===== src/rtl/gfx_tile_shift_feeder.sv =====
// Tile-row feeder for the two 74166 bitplane shift registers: prefetches one ROM row, loads it every 8th pixel.
// Latency: rom_req rises 1 clk after the buffer empties; buffer fills the clk after rom_ack; all outputs registered.
// Backpressure: rom_req is held until rom_ack (never withdrawn); a load that finds the buffer empty shifts zeros and sets underrun.
//
// Ports:
//   clk, Reset_n          system clock, synchronous active-low reset
//   i_pxl_cen             pixel-slot strobe (shift registers clock on the same pulse)
//   i_hblank              horizontal blank
//   i_line_start          line restart pulse, only during hblank
//   i_tile_addr / o_tile_adv   next tile-row address, pulse asks upstream for the following one
//   o_rom_req, o_rom_addr, i_rom_ack, i_rom_data   ROM arbiter handshake
//   o_sr_d0, o_sr_d1, o_sr_sh_ldn, o_sr_inh, o_sr_clrn   shift register controls
//   o_underrun            sticky late-data flag, cleared on line_start
module gfx_tile_shift_feeder #(
  parameter int AW = 16
) (
  input  logic          clk,
  input  logic          Reset_n,
  input  logic          i_pxl_cen,
  input  logic          i_hblank,
  input  logic          i_line_start,
  input  logic [AW-1:0] i_tile_addr,
  output logic          o_tile_adv,
  output logic          o_rom_req,
  output logic [AW-1:0] o_rom_addr,
  input  logic          i_rom_ack,
  input  logic [15:0]   i_rom_data,
  output logic [7:0]    o_sr_d0,
  output logic [7:0]    o_sr_d1,
  output logic          o_sr_sh_ldn,
  output logic          o_sr_inh,
  output logic          o_sr_clrn,
  output logic          o_underrun
);

  typedef enum logic [1:0] {S_IDLE, S_REQ, S_WAIT_DISCARD, S_FULL} state_t;

  state_t        r_state, w_state_nxt;
  logic [15:0]   r_buf;
  logic          r_buf_valid;
  logic          r_primed;
  logic          r_prime_pend;   // prime load issued, waiting for the pxl_cen that performs it
  logic [2:0]    r_px;
  logic          r_tile_adv, r_rom_req, r_sh_ldn, r_inh, r_clrn, r_underrun;
  logic [AW-1:0] r_rom_addr;
  logic [7:0]    r_d0, r_d1;

  logic w_prime, w_load, w_consume, w_underrun;
  logic w_issue, w_capture, w_req_done;

  // line_start wins over any load in the same clk so a stale row is never primed
  assign w_prime    = i_pxl_cen & i_hblank & ~r_primed & ~r_prime_pend & r_buf_valid & ~i_line_start;
  assign w_load     = i_pxl_cen & ~i_hblank & (r_px == 3'd6) & ~i_line_start;
  assign w_consume  = (w_prime | w_load) & r_buf_valid;
  assign w_underrun = w_load & ~r_buf_valid;

  // state register
  always_ff @(posedge clk) begin
    if (!Reset_n) r_state <= S_IDLE;
    else          r_state <= w_state_nxt;
  end

  // next-state logic
  always_comb begin
    w_state_nxt = r_state;
    unique case (r_state)
      S_IDLE:         if (!r_buf_valid) w_state_nxt = S_REQ;
      S_REQ: begin
        // ack together with line_start belongs to the old line: drop it
        if (i_rom_ack)         w_state_nxt = i_line_start ? S_IDLE : S_FULL;
        else if (i_line_start) w_state_nxt = S_WAIT_DISCARD;
      end
      S_WAIT_DISCARD: if (i_rom_ack) w_state_nxt = S_IDLE;
      S_FULL:         if (w_consume || i_line_start) w_state_nxt = S_IDLE;
      default:        w_state_nxt = S_IDLE;
    endcase
  end

  // output decode
  always_comb begin
    w_issue    = (r_state == S_IDLE) && !r_buf_valid;
    w_capture  = (r_state == S_REQ) && i_rom_ack && !i_line_start;
    w_req_done = ((r_state == S_REQ) || (r_state == S_WAIT_DISCARD)) && i_rom_ack;
  end

  always_ff @(posedge clk) begin
    if (!Reset_n) begin
      r_rom_req    <= 1'b0;
      r_rom_addr   <= '0;
      r_tile_adv   <= 1'b0;
      r_buf        <= '0;
      r_buf_valid  <= 1'b0;
      r_primed     <= 1'b0;
      r_prime_pend <= 1'b0;
      r_px         <= '0;
      r_d0         <= '0;
      r_d1         <= '0;
      r_sh_ldn     <= 1'b1;
      r_inh        <= 1'b1;
      r_clrn       <= 1'b0;
      r_underrun   <= 1'b0;
    end else begin
      r_tile_adv <= w_issue;
      r_clrn     <= ~i_line_start;

      if (w_issue) begin
        r_rom_req  <= 1'b1;
        r_rom_addr <= i_tile_addr;
      end else if (w_req_done) begin
        r_rom_req  <= 1'b0;
      end

      if (w_capture) r_buf <= i_rom_data;

      // capture only happens in REQ and consume only in FULL, so they never collide
      if (i_line_start)   r_buf_valid <= 1'b0;
      else if (w_capture) r_buf_valid <= 1'b1;
      else if (w_consume) r_buf_valid <= 1'b0;

      if (i_line_start)                r_px <= '0;
      else if (i_pxl_cen && !i_hblank) r_px <= r_px + 3'd1;

      if (i_line_start)                   r_primed <= 1'b0;
      else if (i_pxl_cen && r_prime_pend) r_primed <= 1'b1;

      if (i_line_start)   r_prime_pend <= 1'b0;
      else if (w_prime)   r_prime_pend <= 1'b1;
      else if (i_pxl_cen) r_prime_pend <= 1'b0;

      // empty buffer on a load shifts transparent pixels
      if (w_prime || w_load) begin
        r_d0 <= r_buf_valid ? r_buf[7:0]  : 8'h00;
        r_d1 <= r_buf_valid ? r_buf[15:8] : 8'h00;
      end

      // a half-finished prime is abandoned on line_start, so release the load strobe
      if (i_line_start)   r_sh_ldn <= 1'b1;
      else if (i_pxl_cen) r_sh_ldn <= ~(w_prime | w_load);

      if (i_pxl_cen) begin
        if (w_prime)           r_inh <= 1'b0;
        else if (r_prime_pend) r_inh <= 1'b1;
        else                   r_inh <= i_hblank;
      end

      if (i_line_start)    r_underrun <= 1'b0;
      else if (w_underrun) r_underrun <= 1'b1;
    end
  end

  assign o_tile_adv  = r_tile_adv;
  assign o_rom_req   = r_rom_req;
  assign o_rom_addr  = r_rom_addr;
  assign o_sr_d0     = r_d0;
  assign o_sr_d1     = r_d1;
  assign o_sr_sh_ldn = r_sh_ldn;
  assign o_sr_inh    = r_inh;
  assign o_sr_clrn   = r_clrn;
  assign o_underrun  = r_underrun;

endmodule


===== config.mk =====
export PLATFORM = sky130hd
export DESIGN_NAME = gfx_tile_shift_feeder
export DESIGN_NICKNAME = d
export VERILOG_FILES = /design/src/rtl/gfx_tile_shift_feeder.sv
export SDC_FILE = /design/constraint.sdc
export NUM_CORES = 1
export LEC_CHECK = 0
export ABC_AREA = 1
export CAP_MARGIN = 20
export CORE_UTILIZATION = 49
export DETAILED_ROUTE_END_ITERATION = 10
export PLACE_DENSITY = 0.84
export SLEW_MARGIN = 10
export SYNTH_ARGS = -nofsm -noshare
export SYNTH_HDL_FRONTEND = slang
export SYNTH_SLANG_ARGS = --single-unit
export TNS_END_PERCENT = 30

===== constraint.sdc =====
create_clock -name clk -period 3.07 [get_ports clk]
set_input_delay 0.614 -clock clk [delete_from_list [all_inputs] [get_ports clk]]
set_output_delay 0.614 -clock clk [all_outputs]
set_load 0.05 [all_outputs]

# Yosys cells after proc, flatten, opt, wreduce, memory -nomap -nowiden
# Index checks and enable logic that the tools add are counted.
[totals] ramBits=0 rom_bits=0 word_cells=77 register_bits=62 output_inout_bits=38 latchBits=0 memories=0 input_bits=38
[op_classes] n_bitwise=18 mul=0 div_mod_pow=0 n_reduce_logical=18 eq_ne=8 magnitude_cmp=0 n_mux=17 shifts=0 add_sub_neg=1
[op_table] cell="two-way mux 8 bit" count=2
[op_table] cell="two-way mux 2 bit" count=6
[op_table] cell="AND 1 bit" count=10
[op_table] cell="two-way mux 1 bit" count=8
[op_table] cell="one-hot mux 2 bit (4 select lines)" count=1
[op_table] cell="NOT 1 bit" count=7
[op_table] cell="logical AND 1 bit" count=6
[op_table] cell="inequality test 2 bit (second input constant)" count=3
[op_table] cell="nonzero test 2 bit" count=3
[op_table] cell="equality test 2 bit (second input constant)" count=2
[op_table] cell="AND reduction 4 bit" count=1
[op_table] cell="adder 3 x 1 -> 3 bit (second input constant)" count=1
[op_table] cell="equality test 3 bit (second input constant)" count=1
[op_table] cell="logical NOT 1 bit" count=3
[op_table] cell="logical OR 1 bit" count=3
[op_table] cell="inequality test 3 bit (second input constant)" count=1
[op_table] cell="equality test 2 x 1 -> 1 bit (second input constant)" count=1
[op_table] cell="logical NOT 2 bit" count=1
[op_table] cell="OR reduction 2 bit" count=1
[op_table] cell="bitwise OR 1 bit" count=1

# Logic depth before layout (Yosys ltp)
# Gate-level depths: netlist of the first run.
[logic_depth] ltp_word=10 depth_mapped=11

# Worst setup path before layout of the first run
# Ideal clock, no wire load.
[synth_path] path_kind="input -> register" from="input i_pxl_cen" to="register r_d0[1] (netlist: o_sr_d0[1])" path_slack_ns=1.637 setup_ns=0.132 arrival_ns=1.301 path_stages=8 path_cell_list="inv_2 nor2_4 nand3_2 nand2_4 inv_4 buf_6 nand2_1 a21oi_1"
[synth_via] elab_chain_cells=6 elab_cells_between_ends=9 cone_classes="bitwise: 8; reduce/logical: 1"
[synth_lines] element="from (decl)" line="19" text="input logic i_pxl_cen,"
[synth_lines] element="AND 1 bit (5 in a row)" line="52" text="assign w_prime = i_pxl_cen & i_hblank & ~r_primed & ~r_prime_pend & r_buf_valid & ~i_line_start;"
[synth_lines] element="logical OR 1 bit *" line="131" text="if (w_prime || w_load) begin"
[synth_lines] element="to (signal assigned)" line="132" text="r_d0 <= r_buf_valid ? r_buf[7:0] : 8'h00;"
[synth_lines] element="to (decl)" line="46" text="logic [7:0] r_d0, r_d1;"
# Mark *: on every way between the ends. The rest lies on a longest branch, timed or not.
# A chain may end at the register's enable or synchronous reset.

# Worst setup path in the final report of the first run
[layout_path] from="register r_rom_addr[13] (netlist: o_rom_addr[13])" to="output o_rom_addr[13]"
[layout_lines] element="from (decl)" line="45" text="logic [AW-1:0] r_rom_addr;"
[layout_lines] element="from (signal assigned)" line="108" text="r_rom_addr <= i_tile_addr;"
[layout_lines] element="to (decl)" line="25" text="output logic [AW-1:0] o_rom_addr,"
# No word-level cell between the ends.

==> flow_metrics.py, run 1 <==
metrics = {
    "hold_path": {
        "hold_path_class": "register to register",
        "holdPathEnd": "r_px[2]",
        "whs_path_depth": 2,
        "hp-start": "r_px[2]",
    },
    "finish": {
        "drive_gt1_share_pct": 7.69,
        "num-nets-final": 417,
        "diodes": 0,
        "n_fill_cell": 355,
        "layout_commonest_cell": "nor2_1",
        "synthToLayoutAreaGrowth_pct": 38.7,
        "layout_common_cells": "nor2_1, clkdlybuf4s50_1, dfxtp_1",
        "fin_util_pct": 73.0,
    },
    "route": {
        "viasPerCell": 5.06,
        "drc": 8,
        "wl_met2_um": 2510,
        "drtAntennaViolNets": 0,
        "top_layer": "met4",
        "drt_iter0_drc": 119,
        "vias": 2169,
        "firstDrtPassIters": 8,
        "wl_um": 5170,
        "wl_met1_um": 2220,
        "wl_per_cell_um": 12.1,
        "met3_length_um": 343,
    },
    "clocking": {
        "cts.sinks": 62,
        "cts_made_buffers": 9,
        "htreeDepth": 3,
        "clk_pin_slew_ns": 0.06,
        "insertion_delay_ns": 0.34,
        "cts_resized": 0,
        "cts_tree": "done",
        "ctsHoldBuffers": 0,
        "ctsLongestPathBuffers": 2,
        "cts_root_buf": "clkbuf_8",
        "post-cts-setup-buffers": 0,
    },
    "floorplanning": {
        "die_w_um": 71.3,
        "die_h_um": 71.3,
        "rows": 24,
        "core_um2": 4470,
        "die_area_um2": 5090,
        "start_util_pct": 52.6,
        "pin_count": 76,
    },
    "worst_setup_path": {
        "endpoint_kind": "primary output",
        "r2r_start": "r_state[0]",
        "r2r_setup_slack_ns": 1.22,
        "critPathMaxFanout": 2,
        "slowest_stage": "clkdlybuf4s50_1",
        "crit_path_start": "o_rom_addr[13]",
        "r2r_end": "o_rom_req",
        "worstSetupPathType": "register to primary output",
        "critical-path-top-delay-family": "buffers and inverters",
        "critPathRequiredTime_ns": 2.46,
        "r2r_cells": 6,
        "path_buf_inv": 1,
        "worstSetupStartpointType": "register",
        "path_cells": "clkdlybuf4s50_1",
        "max_stage_delay_ns": 0.81,
        "critPathArrivalTime_ns": 1.49,
    },
    "sta": {
        "fin_ws_ns": 0.966,
        "hold_slack_ns": 0.460,
        "layout_min_cycle_time_ns": 2.10,
        "setup_tns_ns": 0,
        "slew_violations": 0,
        "tightest_slew_ns": 0.529,
        "rsz0062_at_grt": "no",
        "worst_clock_skew_ns": 0.00812,
        "max_freq_ghz": 0.475,
        "timing.final.crit_share_pct": 68.5,
        "hold_violations": 0,
        "setup_violations": 0,
        "max-slew-margin-rel_pct": 64.6,
    },
    "global_route": {
        "grt_pass1_wl_um": 8600,
        "grt_overflow": 0,
        "grt_max_degree": 36,
        "grt_usage_pct": 22.1,
        "grt_pass1_vias": 1919,
        "antenna_found_initial": 0,
    },
    "yosys": {
        "ys_seq_elements": 62,
        "yosysWarnings": 0,
        "synth_cells": 298,
        "yosysUniqueCellTypes": 23,
        "avgSynthCellArea_um2": 7.90,
        "synthesis.area_um2": 2350,
        "syn_nets": 342,
        "yosysSeqAreaShare_pct": 52.7,
    },
    "placed_design": {
        "portBuffers": 75,
        "hpwl_um": 3610,
        "gp_congestion": 0.838,
        "dp_slack_ns": 0.831,
    },
    "outcome": {
        "violations": "DRC",
        "status": "complete, but fails checks",
    },
    "job": {
        "cap_viol_max_count": 0,
    },
    "pwr": {
        "powerDensity_nw_per_um2": 794,
        "p_leak_nw": 1.28,
        "ir_worst_vdd_mv": 0.656,
    },
}
-- cells in the mapped netlist --
cell type | n | area share (%)
a21oi_1 | 27 | 5.7
buf_1 | 1 | 0.16
buf_2 | 2 | 0.43
buf_4 | 1 | 0.32
buf_6 | 1 | 0.48
buf_8 | 1 | 0.64
clkbuf_1 | 6 | 0.96
clkbuf_2 | 1 | 0.21
clkinv_1 | 1 | 0.16
dfxtp_1 | 62 | 53
ha_1 | 6 | 3.2
inv_1 | 11 | 1.8
inv_2 | 5 | 0.80
inv_4 | 1 | 0.27
nand2_1 | 30 | 4.8
nand2_2 | 2 | 0.53
nand2_4 | 1 | 0.48
nand3_1 | 20 | 4.3
nand3_2 | 3 | 1.3
nor2_1 | 78 | 12
nor2_4 | 1 | 0.48
o21ai_0 | 36 | 7.7
o31ai_1 | 1 | 0.32
-- worst max-delay path by stage --
stage / to / slack [ns] / cells after the start
CTS: o_rom_addr[13] / 0.95 / 1
finish: o_rom_addr[13] / 0.97 / 1
floorplan: o_sr_d0[1] / 1.64 / 8
detailed placement: r_buf[3] / 0.83 / 6
global route: o_rom_addr[6] / 0.91 / 1
global placement: r_state[1] / 0.90 / 10
-- worst min-delay path, stage by stage, from the launching register on --
cell and delay (ns):
dfxtp_1 0.32, inv_1 0.05, a21oi_1 0.05
-- logic make-up after synthesis --
logic type / count (synthesis) / synth area share, %
simple gates: 135 / 24.2
buf+inv: 31 / 6.16
compound gates: 64 / 13.7
flops: 62 / 52.7
fa+ha+maj: 6 / 3.19
-- layer usage --
layer	up-vias	global-route usage [%]
li1	1115	-
met1	979	25.7
met3	11	7.88
met5	-	0
met2	64	36.4
met4	0	10.7
-- where the power goes --
group | switching [W] | internal, W | leakage, nW
logic | 0.000659 | 0.000329 | 0.686
registers | 0.0000751 | 0.000949 | 0.507
clock network | 0.000299 | 0.000282 | 0.0817
-- flip-flops by register name, indices dropped and copies added, names as in the netlist, 2 cells and up --
signal      count
r_px            3
r_state         2
r_buf          16
o_sr_d0         8
o_sr_d1         8
o_rom_addr     16
-- final cells by class --
type | count | area, µm² | area share [%]
flip-flops and latches | 62 | 1240 | 38.0
multi-input cells | 205 | 968 | 29.7
repair buffers | 77 | 766 | 23.4
clock inverters | 5 | 27.5 | 0.843
inverters | 18 | 70.1 | 2.15
well taps | 52 | 65.1 | 1.99
clock buffers | 10 | 128 | 3.91
-- per-stage QoR --
step                      cells  power, W  instance area [µm²]
after global placement      414   0.00201                 3110
after floorplan             298   0.00171                 2350
after CTS                   429   0.00261                 3270
after detailed placement    414   0.00203                 3110
final                       429   0.00259                 3270
after global routing        429   0.00274                 3270
Note: power is estimated with default switching activity, not from simulation.
==> run 2, diff against run 1 <==
--- a/config.mk
+++ b/config.mk
@@ -7,9 +7,9 @@
 export LEC_CHECK = 0
 export ABC_AREA = 1
 export CAP_MARGIN = 20
-export CORE_UTILIZATION = 49
+export CORE_UTILIZATION = 45
 export DETAILED_ROUTE_END_ITERATION = 10
-export PLACE_DENSITY = 0.84
+export PLACE_DENSITY = 0.78
 export SLEW_MARGIN = 10
 export SYNTH_ARGS = -nofsm -noshare
 export SYNTH_HDL_FRONTEND = slang
==> constraint.sdc (replaced) <==
create_clock -name clk -period 2.1 [get_ports clk]
set_input_delay 0.42 -clock clk [delete_from_list [all_inputs] [get_ports clk]]
set_output_delay 0.42 -clock clk [all_outputs]
set_load 0.05 [all_outputs]
==> flow_metrics.py, run 2 (synthesis gave the netlist of run 1 again) <==
metrics = {
    "outcome": {
        "status": "finished, final reports clean",
    },
    "pwr": {
        "ir_worst_vdd_mv": 1.14,
        "p_leak_nw": 1.33,
        "powerDensity_nw_per_um2": 1240,
    },
    "route": {
        "firstDrtPassIters": 5,
        "wl_per_cell_um": 12.0,
        "wl_um": 5360,
        "drc": 0,
        "drt_iter0_drc": 116,
        "vias": 2167,
        "viasPerCell": 4.84,
        "drtAntennaViolNets": 0,
    },
    "worst_setup_path": {
        "slowest_stage": "clkdlybuf4s50_1",
        "critPathRequiredTime_ns": 1.68,
        "r2r_start": "r_state[0]",
        "critical-path-top-delay-family": "buffers and inverters",
        "worstSetupPathType": "register to primary output",
        "max_stage_delay_ns": 0.81,
        "r2r_cells": 6,
        "path_cells": "clkdlybuf4s50_1",
        "endpoint_kind": "primary output",
        "critPathArrivalTime_ns": 1.49,
        "path_buf_inv": 1,
        "r2r_setup_slack_ns": 0.40,
        "worstSetupStartpointType": "register",
        "critPathMaxFanout": 2,
        "r2r_end": "o_rom_req",
    },
    "global_route": {
        "grt_max_degree": 36,
        "grt_usage_pct": 21.2,
        "grt_pass1_wl_um": 8660,
        "grt_pass1_vias": 1993,
        "antenna_found_initial": 0,
        "grt_overflow": 0,
    },
    "finish": {
        "num-nets-final": 420,
        "drive_gt1_share_pct": 8.66,
        "synthToLayoutAreaGrowth_pct": 44.6,
        "fin_util_pct": 69.8,
        "diodes": 0,
        "layout_common_cells": "nor2_1, clkdlybuf4s50_1, dfxtp_1",
        "n_fill_cell": 413,
        "layout_commonest_cell": "nor2_1",
        "final_cell_area_um2": 3400,
    },
    "floorplanning": {
        "die_w_um": 74.3,
        "core_um2": 4880,
        "pin_count": 76,
        "die_area_um2": 5530,
        "die_h_um": 74.3,
        "start_util_pct": 48.3,
        "rows": 25,
    },
    "sta": {
        "hold_violations": 0,
        "setup_tns_ns": 0,
        "tightest_slew_ns": 0.531,
        "max_freq_ghz": 0.524,
        "rsz0062_at_grt": "no",
        "max-slew-margin-rel_pct": 64.5,
        "layout_min_cycle_time_ns": 1.91,
        "timing.final.crit_share_pct": 90.8,
        "slew_violations": 0,
        "hold_slack_ns": 0.459,
        "worst_clock_skew_ns": 0.00524,
        "setup_violations": 0,
    },
    "clocking": {
        "insertion_delay_ns": 0.33,
        "htreeDepth": 3,
        "cts_made_buffers": 9,
        "cts.sinks": 62,
        "clk_pin_slew_ns": 0.06,
        "ctsLongestPathBuffers": 2,
        "ctsHoldBuffers": 0,
        "cts_root_buf": "clkbuf_8",
        "cts_tree": "done",
    },
    "hold_path": {
        "hold_path_class": "register to register",
        "hp-start": "r_px[2]",
        "whs_path_depth": 2,
        "holdPathEnd": "r_px[2]",
    },
    "job": {
        "cap_viol_max_count": 0,
    },
    "placed_design": {
        "place_area_um2": 3150,
        "hpwl_um": 3670,
        "portBuffers": 75,
        "gp_congestion": 0.877,
    },
}
run 2: how the worst max path moves through the flow:
stage / from / end / slack, ns / depth (start not counted)
CTS: o_sr_d0[5] / o_sr_d0[5] / 0.17 / 1
global placement: r_state[0] / o_rom_req / 0.26 / 6
floorplan: r_state[0] / o_rom_addr[10] / 0.76 / 7
finish: o_sr_d0[5] / o_sr_d0[5] / 0.19 / 1
detailed placement: i_pxl_cen / o_sr_d1[0] / 0.20 / 8
global route: o_rom_addr[9] / o_rom_addr[9] / 0.13 / 1
run 2: repair_timing:
| action | CTS | global route |
|---|---|---|
| endpoints found under the setup margin | 0 | 3 |
| gates resized for setup | 0 | 1 |
| setup buffers | 0 | 0 |
run 2: layer usage:
metal / share of wire (%) / global-route usage (%) / up-vias
met5: 0 / 0 / -
met4: 1.1 / 11.1 / 0
met3: 6.9 / 7.05 / 7
met2: 50 / 35.6 / 71
met1: 42 / 24.0 / 969
li1: - / - / 1120
run 2: cell type report:
class / count / area [µm²] / area share [%]
Inverter: 18 / 73.8 / 2.17
Clock buffer: 13 / 159 / 4.67
Sequential cell: 62 / 1240 / 36.5
Multi-Input combinational cell: 205 / 968 / 28.4
Tap cell: 67 / 83.8 / 2.46
Clock inverter: 3 / 90.1 / 2.65
Timing Repair Buffer: 80 / 788 / 23.2
run 2: report_power, final:
group / switching [W] / leakage [nW] / internal (W)
combinational: 0.000964 / 0.700 / 0.000487
clock: 0.000426 / 0.124 / 0.000855
sequential: 0.000117 / 0.507 / 0.00139
total: 0.00151 / 1.33 / 0.00273
run 2: metrics by stage:
stage                     cells  worst slack [ns]  total power (W)
after floorplan             298             0.760          0.00250
after global placement      432             0.255          0.00295
after detailed placement    432             0.199          0.00297
after CTS                   448             0.173          0.00427
after global routing        448             0.128          0.00446
final                       448             0.192          0.00424
